<file path="config.mk">
export PLATFORM = sky130hd
export DESIGN_NAME = code_lock_ctrl
export DESIGN_NICKNAME = d
export VERILOG_FILES = /design/src/rtl/code_lock_ctrl_pkg.sv /design/src/rtl/code_lock_ctrl_sec_timer.sv /design/src/rtl/code_lock_ctrl.sv
export SDC_FILE = /design/constraint.sdc
export NUM_CORES = 1
export LEC_CHECK = 0
export CAP_MARGIN = 15
export CELL_PAD_IN_SITES_DETAIL_PLACEMENT = 1
export CELL_PAD_IN_SITES_GLOBAL_PLACEMENT = 1
export CORE_ASPECT_RATIO = 1.25
export CORE_MARGIN = 2
export CORE_UTILIZATION = 39
export CTS_BUF_LIST = sky130_fd_sc_hd__clkbuf_4 sky130_fd_sc_hd__clkbuf_8
export CTS_CLUSTER_DIAMETER = 100
export DETAILED_ROUTE_END_ITERATION = 8
export PLACE_DENSITY_LB_ADDON = 0.1
export SLEW_MARGIN = 5
export SYNTH_ARGS = -nofsm -noshare
export SYNTH_HDL_FRONTEND = slang
export SYNTH_HIERARCHICAL = 1
export SYNTH_SLANG_ARGS = --single-unit
</file>
<file path="constraint.sdc">
create_clock -name CLK -period 3.1 [get_ports CLK]
set_clock_uncertainty 0.05 [all_clocks]
set_input_delay 0.62 -clock CLK [delete_from_list [all_inputs] [get_ports CLK]]
set_output_delay 0.62 -clock CLK [all_outputs]
set_load 0.03 [all_outputs]
</file>
<file path="src/rtl/code_lock_ctrl_pkg.sv">
// -----------------------------------------------------------------------------
// code_lock_ctrl_pkg
// Shared definitions for the code lock controller: state encoding, parameter
// defaults, BCD digit width and a BCD validity helper.
// No ports (package).
// -----------------------------------------------------------------------------
package code_lock_ctrl_pkg;

   localparam int DIGIT_W = 4;
   localparam int CODE_W  = 3 * DIGIT_W;

   localparam logic [CODE_W-1:0] CODE_DEFAULT_P = 12'h123;
   localparam int TICKS_PER_SEC_P = 50_000_000;
   localparam int MAX_TRIES_P     = 3;
   localparam int OPEN_SECS_P     = 5;
   localparam int FAIL_SECS_P     = 2;
   localparam int LOCK_SECS_P     = 10;

   typedef enum logic [2:0] {
      ST_IDLE    = 3'd0,
      ST_CHECK   = 3'd1,
      ST_OPEN    = 3'd2,
      ST_FAIL    = 3'd3,
      ST_LOCKOUT = 3'd4
   } state_t;

   // True when every one of the three packed digits is a legal BCD value.
   function automatic logic digits_valid(input logic [CODE_W-1:0] code);
      return (code[11:8] <= 4'd9) && (code[7:4] <= 4'd9) && (code[3:0] <= 4'd9);
   endfunction

endpackage

</file>
<file path="src/rtl/code_lock_ctrl_sec_timer.sv">
// -----------------------------------------------------------------------------
// sec_timer
// Prescaler plus 4-bit seconds countdown for the timed lock states.
// Ports:
//   CLK, reset  : clock, synchronous active-high reset
//   load        : load seconds with load_val and clear the prescaler
//   load_val[3:0]: seconds value to load (0 stops the timer)
//   secs[3:0]   : seconds remaining (registered)
//   expire      : high in the cycle whose prescaler wrap takes secs from 1 to 0
// -----------------------------------------------------------------------------
module sec_timer #(
   parameter int TICKS_PER_SEC = 50_000_000
) (
   input  logic       CLK,
   input  logic       reset,
   input  logic       load,
   input  logic [3:0] load_val,
   output logic [3:0] secs,
   output logic       expire
);

   localparam int PW = (TICKS_PER_SEC > 1) ? $clog2(TICKS_PER_SEC) : 1;
   localparam logic [PW-1:0] WRAP_C = PW'(TICKS_PER_SEC - 1);

   logic [PW-1:0] presc_r;
   logic [3:0]    secs_r;
   logic          wrap_s;

   assign wrap_s = (presc_r == WRAP_C);
   assign expire = wrap_s && (secs_r == 4'd1);
   assign secs   = secs_r;

   // Prescaler and seconds countdown; idle while secs is zero.
   always_ff @(posedge CLK) begin
      if (reset) begin
         presc_r <= '0;
         secs_r  <= 4'd0;
      end else if (load) begin
         presc_r <= '0;
         secs_r  <= load_val;
      end else if (secs_r != 4'd0) begin
         if (wrap_s) begin
            presc_r <= '0;
            secs_r  <= secs_r - 4'd1;
         end else begin
            presc_r <= presc_r + PW'(1);
         end
      end else begin
         presc_r <= '0;
      end
   end

endmodule

</file>
<file path="src/rtl/code_lock_ctrl.sv">
// -----------------------------------------------------------------------------
// code_lock_ctrl
// Keypad code lock: latches three BCD digits, compares them with a
// programmable code, opens / fails / locks out with timed states.
// Ports:
//   CLK, reset          : clock, synchronous active-high reset
//   iNum1..iNum3 [3:0]  : keypad digits, iNum1 most significant
//   iNumRdy             : digits valid (level, held until decoder cleared)
//   iProg               : program switch, honoured only in OPEN
//   oKbdClr             : one-cycle pulse re-arming the keypad decoder
//   oState [2:0]        : current state encoding
//   oUnlock, oAlarm     : OPEN / LOCKOUT indicators
//   oTriesLeft [1:0]    : remaining attempts
//   oSecs [3:0]         : seconds remaining in timed states
//   oLED [7:0]          : {oUnlock, oAlarm, fail, oSecs, 0}
// -----------------------------------------------------------------------------
module code_lock_ctrl
   import code_lock_ctrl_pkg::*;
#(
   parameter logic [11:0] CODE_DEFAULT  = CODE_DEFAULT_P,
   parameter int          TICKS_PER_SEC = TICKS_PER_SEC_P,
   parameter int          MAX_TRIES     = MAX_TRIES_P,
   parameter int          OPEN_SECS     = OPEN_SECS_P,
   parameter int          FAIL_SECS     = FAIL_SECS_P,
   parameter int          LOCK_SECS     = LOCK_SECS_P
) (
   input  logic         CLK,
   input  logic         reset,
   input  logic [3:0]   iNum1,
   input  logic [3:0]   iNum2,
   input  logic [3:0]   iNum3,
   input  logic         iNumRdy,
   input  logic         iProg,
   output logic         oKbdClr,
   output logic [2:0]   oState,
   output logic         oUnlock,
   output logic         oAlarm,
   output logic [1:0]   oTriesLeft,
   output logic [3:0]   oSecs,
   output logic [7:0]   oLED
);

   localparam logic [1:0] MAX_TRIES_C = 2'(MAX_TRIES);
   localparam logic [3:0] OPEN_SECS_C = 4'(OPEN_SECS);
   localparam logic [3:0] FAIL_SECS_C = 4'(FAIL_SECS);
   localparam logic [3:0] LOCK_SECS_C = 4'(LOCK_SECS);

   state_t            state_r;
   logic [CODE_W-1:0] code_r;
   logic [CODE_W-1:0] dig_r;
   logic [1:0]        tries_r;
   logic              kbd_clr_r;
   logic              kbd_clr_d_r;

   logic              guard_s;
   logic              accept_s;
   logic              match_s;
   logic [CODE_W-1:0] entry_s;
   logic              load_s;
   logic [3:0]        load_val_s;
   logic [3:0]        secs_s;
   logic              expire_s;

   // The decoder clears one cycle after oKbdClr, so iNumRdy is untrusted
   // during the pulse and the cycle after it.
   assign guard_s  = kbd_clr_r | kbd_clr_d_r;
   assign accept_s = iNumRdy & ~guard_s;
   assign entry_s  = {iNum1, iNum2, iNum3};
   assign match_s  = (dig_r == code_r) && digits_valid(dig_r);

   // Timer load decode: entry into a timed state, or a programming exit
   // from OPEN which must zero the remaining seconds.
   always_comb begin
      load_s     = 1'b0;
      load_val_s = 4'd0;
      case (state_r)
         ST_CHECK: begin
            load_s = 1'b1;
            if (match_s) begin
               load_val_s = OPEN_SECS_C;
            end else if (tries_r <= 2'd1) begin
               load_val_s = LOCK_SECS_C;
            end else begin
               load_val_s = FAIL_SECS_C;
            end
         end
         ST_OPEN: begin
            if (!expire_s && accept_s && iProg) begin
               load_s = 1'b1;
            end else begin
               load_s = 1'b0;
            end
         end
         default: begin
            load_s     = 1'b0;
            load_val_s = 4'd0;
         end
      endcase
   end

   sec_timer #(
      .TICKS_PER_SEC (TICKS_PER_SEC)
   ) u_sec_timer (
      .CLK      (CLK),
      .reset    (reset),
      .load     (load_s),
      .load_val (load_val_s),
      .secs     (secs_s),
      .expire   (expire_s)
   );

   // Lock FSM with code register, tries counter and keypad clear pulse.
   always_ff @(posedge CLK) begin
      if (reset) begin
         state_r     <= ST_IDLE;
         code_r      <= CODE_DEFAULT;
         dig_r       <= '0;
         tries_r     <= MAX_TRIES_C;
         kbd_clr_r   <= 1'b0;
         kbd_clr_d_r <= 1'b0;
      end else begin
         kbd_clr_r   <= 1'b0;
         kbd_clr_d_r <= kbd_clr_r;
         case (state_r)
            ST_IDLE: begin
               if (accept_s) begin
                  dig_r     <= entry_s;
                  kbd_clr_r <= 1'b1;
                  state_r   <= ST_CHECK;
               end
            end
            ST_CHECK: begin
               if (match_s) begin
                  tries_r <= MAX_TRIES_C;
                  state_r <= ST_OPEN;
               end else if (tries_r <= 2'd1) begin
                  tries_r <= 2'd0;
                  state_r <= ST_LOCKOUT;
               end else begin
                  tries_r <= tries_r - 2'd1;
                  state_r <= ST_FAIL;
               end
            end
            ST_OPEN: begin
               // Expiry takes priority; a pending entry is served from IDLE.
               if (expire_s) begin
                  state_r <= ST_IDLE;
               end else if (accept_s) begin
                  kbd_clr_r <= 1'b1;
                  if (iProg) begin
                     if (digits_valid(entry_s)) begin
                        code_r <= entry_s;
                     end
                     state_r <= ST_IDLE;
                  end
               end
            end
            ST_FAIL: begin
               if (expire_s) begin
                  state_r <= ST_IDLE;
               end else if (accept_s) begin
                  kbd_clr_r <= 1'b1;
               end
            end
            ST_LOCKOUT: begin
               if (expire_s) begin
                  tries_r <= MAX_TRIES_C;
                  state_r <= ST_IDLE;
               end else if (accept_s) begin
                  kbd_clr_r <= 1'b1;
               end
            end
            default: begin
               state_r <= ST_IDLE;
            end
         endcase
      end
   end

   assign oKbdClr    = kbd_clr_r;
   assign oState     = state_r;
   assign oUnlock    = (state_r == ST_OPEN);
   assign oAlarm     = (state_r == ST_LOCKOUT);
   assign oTriesLeft = tries_r;
   assign oSecs      = secs_s;
   assign oLED       = {oUnlock, oAlarm, (state_r == ST_FAIL), secs_s, 1'b0};

endmodule

</file>
* Word level (Yosys, flattened, before mapping)
Index checks and enable logic that the tools add are counted.
** Word-level totals
- Word-level logic and storage cells :: 80
- Output and inout bits :: 20
- Bits in registers :: 61
** Operators by class
- Order comparisons :: 7
- Muxes and demuxes :: 23
- Reduce and logical (&&, ||, !) cells :: 22
- Bitwise operators :: 5
- Equal/unequal tests :: 12
- Add/sub/neg operators :: 3
** Operators with widths (count)
- adder 26 x 1 -> 26 bit, second input constant :: 1
- == test 26 bit, second input constant :: 1
- less-or-equal comparator 4 bit, second input constant :: 6
- 2-to-1 mux 4 bit :: 6
- 2-to-1 mux 3 bit :: 7
- == test 12 bit :: 1
- case mux 3 bit (4 select lines) :: 1
- logical AND 1 bit :: 8
- == test 3 x 2 -> 1 bit, second input constant :: 2
- 2-to-1 mux 2 bit :: 3
- AND reduction 2 bit :: 3
- nonzero test 2 bit :: 3
- AND reduction 5 bit :: 1
- == test 4 x 1 -> 1 bit, second input constant :: 1
- != test 2 x 1 -> 1 bit, second input constant :: 2
- case mux 1 bit (2 select lines) :: 2
- case mux 2 bit (2 select lines) :: 1
- AND reduction 4 bit :: 1
- nonzero test 4 bit :: 1
- OR reduction 4 bit :: 1
- subtractor 4 x 1 -> 4 bit, second input constant :: 1
- == test 3 x 1 -> 1 bit, second input constant :: 1
- == test 3 bit, second input constant :: 1
- zero test 3 bit :: 1
- 12 further kinds :: 16

* Depth between registers and ports, before layout
- Depth after elaboration :: 9
- Mapped depth :: 14
- Gate-level depth less buffers :: 12

* By module
The synthesis kept the hierarchy.
** Modules (own cells, without submodules)
- code_lock_ctrl :: instances 1, sequential area each 620.6 µm², area an instance 1575.3 µm², cells each 198
- sec_timer :: instances 1, sequential area each 600.6 µm², area an instance 1530.2 µm², cells each 177

* Worst setup path after synthesis
Ideal clock, no wire load.
- Path kind :: reg-to-reg
- Start point :: reg u_sec_timer.presc_r[7]
- End point :: reg u_sec_timer.presc_r[21]
- Path slack :: -203 ps
- Setup time :: 70 ps
- Data required time :: 2980 ps
- Arrival :: 3183 ps
- Cell stages (with the launch flop) :: 14
- Cell sequence :: dfxtp_1 -> or4b_1 -> nor4_4 -> nand4_1 -> nor4b_1 -> nor4bb_1 -> nand2_1 -> nand2_1 -> nor2_1 -> nand2_1 -> a41o_1 -> buf_2 -> buf_2 -> a21oi_1
** On the way
- Word-level cells in the longest chain between the ends :: 8
- Elaborated cells between the ends (all ways) :: 9
** RTL lines
- from (decl) :: RTL line code_lock_ctrl_sec_timer.sv:25 : logic [PW-1:0] presc_r;
- from (signal assigned) :: RTL line code_lock_ctrl_sec_timer.sv:46 : presc_r <= presc_r + PW'(1);
- == test 26 bit :: RTL line code_lock_ctrl_sec_timer.sv:29 : assign wrap_s = (presc_r == WRAP_C);
- logical AND 1 bit :: RTL line code_lock_ctrl_sec_timer.sv:30 : assign expire = wrap_s && (secs_r == 4'd1);
- net expire_s :: RTL line code_lock_ctrl.sv:62 : logic expire_s;
- zero test 1 bit :: RTL line code_lock_ctrl.sv:88 : if (!expire_s && accept_s && iProg) begin
- logical AND 1 bit (2 in a row) :: RTL line code_lock_ctrl.sv:88
- 2-to-1 mux 1 bit :: RTL line code_lock_ctrl.sv:88
- case mux 1 bit (2 select lines) :: RTL line code_lock_ctrl.sv:76 : case (state_r)
- net load_s :: RTL line code_lock_ctrl.sv:59 : logic load_s;
- OR reduction 4 bit (no line)
The timed path passes the listed nets, and every way through them passes these cells.
A chain may end at the register's enable or synchronous reset.

* Final worst setup path
- Start point :: reg u_sec_timer.presc_r[24]
- End point :: reg u_sec_timer.presc_r[3]
The elaborated chain is that of the path after synthesis.

==> results.tsv <==
metric	value	unit
status	completed	
Post-route DRC	0	
iteration count of the initial detailed-routing pass	4	
GR Util All Layers	18.7	%
global-route wire length before repair	13.2	mm
area grow syn2layout	19.7	%
Psw	944	uW
DR WL/cell	15.5	microns
reg2reg setup slack	0.26	ns
Setup WS post-layout	0.264	ns
Placer Congestion	0.783	
slew margin rel.	59.3	%
number of synthesized flops with an enable pin	0	
FF/Latch Area	1220	sq um
TritonCTS clock tree	yes	
Reg2Reg Depth	12	
Sequential Power Share	38.4	%
total power	2510	uW
Worst path top cell family by delay	simple AND/OR/NAND/NOR gates	
vias in the first global route	2809	
Synthesis Warnings	6	
final period utilization	91.5	%
hold-fix buffers at CTS	0	
clock buffer depth	2	
worst setup path category	register to register	
CTS Buf Count	9	
mapped cell area	3110	sq um
fraction of layout cells with a size suffix above 1	9.90	%
port bufs	34	
MaxCap Viol Count	0	
Core Region	7750	sq um
Crit-path slowest cell	or4b_1	
Slew Limit Fails	0	
Worst Path Max Fanout	17	
maximum number of pins on one net before global-route repair	20	
top cell type by total area after synthesis	dfxtp_1	
fin nets	429	
TritonCTS Sinks	61	
Chip Height	104	microns
syn nets	394	
Hold Vio Cnt, Final	0	
Initial DRC Count	114	
Post-Syn Area per Cell	8.28	sq um
Clock power frac	25.4	%
Worst Max-Slew Pin Slew	0.604	ns
CP Cell Sequence	or4b_1 > nor4_4 > nand4_1 > nor4b_2 > nor4bb_1 > nand2_1 > nand2_1 > nor2_1 > nand2_1 > a41o_1 > buf_4 > nor2_1	
worst stage delay on the critical path	0.55	ns
Cell Count, Final, Fillers Out	509	
switching share of power	37.6	%
Worst Hold Depth	2	
# setup viols final	0	
RSZ-0062 raised after global routing	false	
Initial Util	40.1	%
Hold Crit Class	register to register	
Synth cell types	56	
dominant synthesized flop cell	dfxtp_1	
Root Driver	clkbuf_8	
Worst Setup Start Kind	register	
Worst EP arrival	3.06	ns
PwrDens	677	nW/um^2
Critical Path Sink Type	register	
Critical path buffers and inverters	1	
Int Pwr	1570	uW
top-level I/O count	36	
Rows	36	
Multi-input gate area	1720	sq um
Die X	83.8	microns
Yosys top cell area share	39.3	%
Tmin final	2.84	ns
Reg2Reg Launch Point	u_sec_timer/presc_r[24]$_SDFF_PP0_	
combinational share of power	36.1	%
GRT overflow	0	
top cells by area, synth	dfxtp_1 (39%), a21oi_1 (5.5%), nand2_1 (5.0%)	
CTS H-tree lvls	3	
final WL	7.89	mm
worst path required time	3.33	ns
initial antenna violation count	0	
Place WS	0.229	ns
FFs w/ async S/R, synth	0	%
die area	8700	sq um
placed cell areas	3550	sq um
setup TNS	0	ns
vias per cell	5.62	
reg2reg end	u_sec_timer/presc_r[3]$_SDFF_PP0_	
Antenna Cells	0	
Hold Startpoint	dig_r[8]$_SDFFE_PP0P_	
via count	2860	
maximum vdd drop	373	uV
Leak Pwr	0.00124	uW
f_max	353	MHz
fill count	947	
antenna-violating nets left	0	
design area	3720	sq um
Seq cells post-synth	61	
dpl hpwl	5.70	mm
clk slew on worst S/H paths	0.07	ns
Seq/Total Area, Yosys	39.3	%
Cells after DPL	494	
clock latency on the worst-skew pair	0.35	ns
synthesized instance count	375	
Endpoint, Worst Hold	dig_r[8]$_SDFFE_PP0P_	
Crit path top cell by count	nand2_1	
## cells by family after synthesis
| kind of cell | share of synthesized area [%] |
|---|---|
| flops | 39.3 |
| mux | 1.01 |
| other cells | 0.121 |
| buf+inv | 5.52 |
| simple gates | 30.1 |
| fa+ha+maj | 1.21 |
| xor+xnor | 6.20 |
| compound gates | 16.5 |
## worst max path at each step
stage / start / end / slack [ns] / cells after the start
floorplan: u_sec_timer/presc_r[7]$_SDFF_PP0_ / u_sec_timer/presc_r[21]$_SDFF_PP0_ / 0.04 / 13
global placement: u_sec_timer/presc_r[7]$_SDFF_PP0_ / oTriesLeft[0]$_SDFFE_PP1P_ / 0.29 / 10
detailed placement: u_sec_timer/presc_r[24]$_SDFF_PP0_ / oTriesLeft[0]$_SDFFE_PP1P_ / 0.23 / 10
CTS: u_sec_timer/presc_r[24]$_SDFF_PP0_ / oTriesLeft[0]$_SDFFE_PP1P_ / 0.19 / 10
global route: u_sec_timer/presc_r[1]$_SDFF_PP0_ / u_sec_timer/presc_r[24]$_SDFF_PP0_ / 0.04 / 13
finish: u_sec_timer/presc_r[24]$_SDFF_PP0_ / u_sec_timer/presc_r[3]$_SDFF_PP0_ / 0.26 / 12
## cell type report
type,instances,area share [%]
Tap cell,95,3.20
Clock buffer,13,4.31
Sequential cell,61,32.9
Inverter,9,0.909
Clock inverter,2,0.269
Timing Repair Buffer,49,12.2
Multi-Input combinational cell,280,46.3
## metal layers
layer  GRT usage (%)  up-vias  part of all wire, %
li1                -     1424                    -
met1            21.8     1394                   44
met2            32.9       31                   51
met3            3.51       11                  2.5
met4            8.29        0                  1.9
met5               0        -                    0
## cell usage after synthesis (3+ instances only)
library cell   n
or3_1          8
nor2b_1        3
xor2_1         6
nand2_1       41
ha_1           3
buf_2          5
clkbuf_1      11
a21oi_1       34
o31ai_1        6
or4_1          6
nor3_1         5
buf_4          8
nor3b_1        4
dfxtp_1       61
and4_1         5
nand4_1        9
inv_1          9
a211o_1        3
xnor2_1       16
nand3_1       24
nand2b_1       4
nor4_1         3
and2_1         3
nor2_1        30
nand3b_1       3
a31oi_1        4
a211oi_1       3
o21ai_0       24
## repair_timing
action,4_1_cts,5_1_grt
endpoints found under the setup margin,0,1
setup buffers,0,0
gates resized for setup,0,1
## stage by stage
| step | hold slack, ns | util, % |
|---|---|---|
| 2_1_floorplan | 0.394 | - |
| 3_3_place_gp | 0.409 | 45.8 |
| 3_5_place_dp | 0.415 | 45.8 |
| 4_1_cts | 0.424 | 48.0 |
| 5_1_grt | 0.449 | 48.0 |
| 6_report | 0.419 | 48.0 |
## layout by cell type (no fill, tap or decap), types with 4 or more instances in the layout
master / synthesis / final
a21oi_1: 34 / 34
a31oi_1: 4 / 4
and4_1: 5 / 5
buf_4: 8 / 15
clkbuf_8: 0 / 10
clkdlybuf4s50_1: 0 / 34
dfxtp_1: 61 / 61
inv_1: 9 / 9
nand2_1: 41 / 41
nand2b_1: 4 / 4
nand3_1: 24 / 24
nand4_1: 9 / 9
nor2_1: 30 / 30
nor3_1: 5 / 5
nor3b_1: 4 / 4
o21ai_0: 24 / 23
o31ai_1: 6 / 6
or3_1: 8 / 8
or4_1: 6 / 6
xnor2_1: 16 / 16
xor2_1: 6 / 6
## power groups by stage
stage               registers (uW)  logic [uW]  clock network, uW
floorplan                     1030         569                  0
global placement               982         906                  0
detailed placement             986         918                  0
CTS                            969         922                660
global route                   985         996                691
finish                         966         909                640
## flip-flops by register name (all words and copies together), names as in the netlist
signal,cells
code_r,12
dig_r,12
kbd_clr_d_r,1
oKbdClr,1
oState,3
oTriesLeft,2
u_sec_timer/presc_r,26
u_sec_timer/secs,4
## worst min-delay path: stages (launching register included)
cell and delay, ns:
dfxtp_1 0.32, nand2_1 0.05, a21oi_1 0.05
Power figures use the tool's default switching activity.
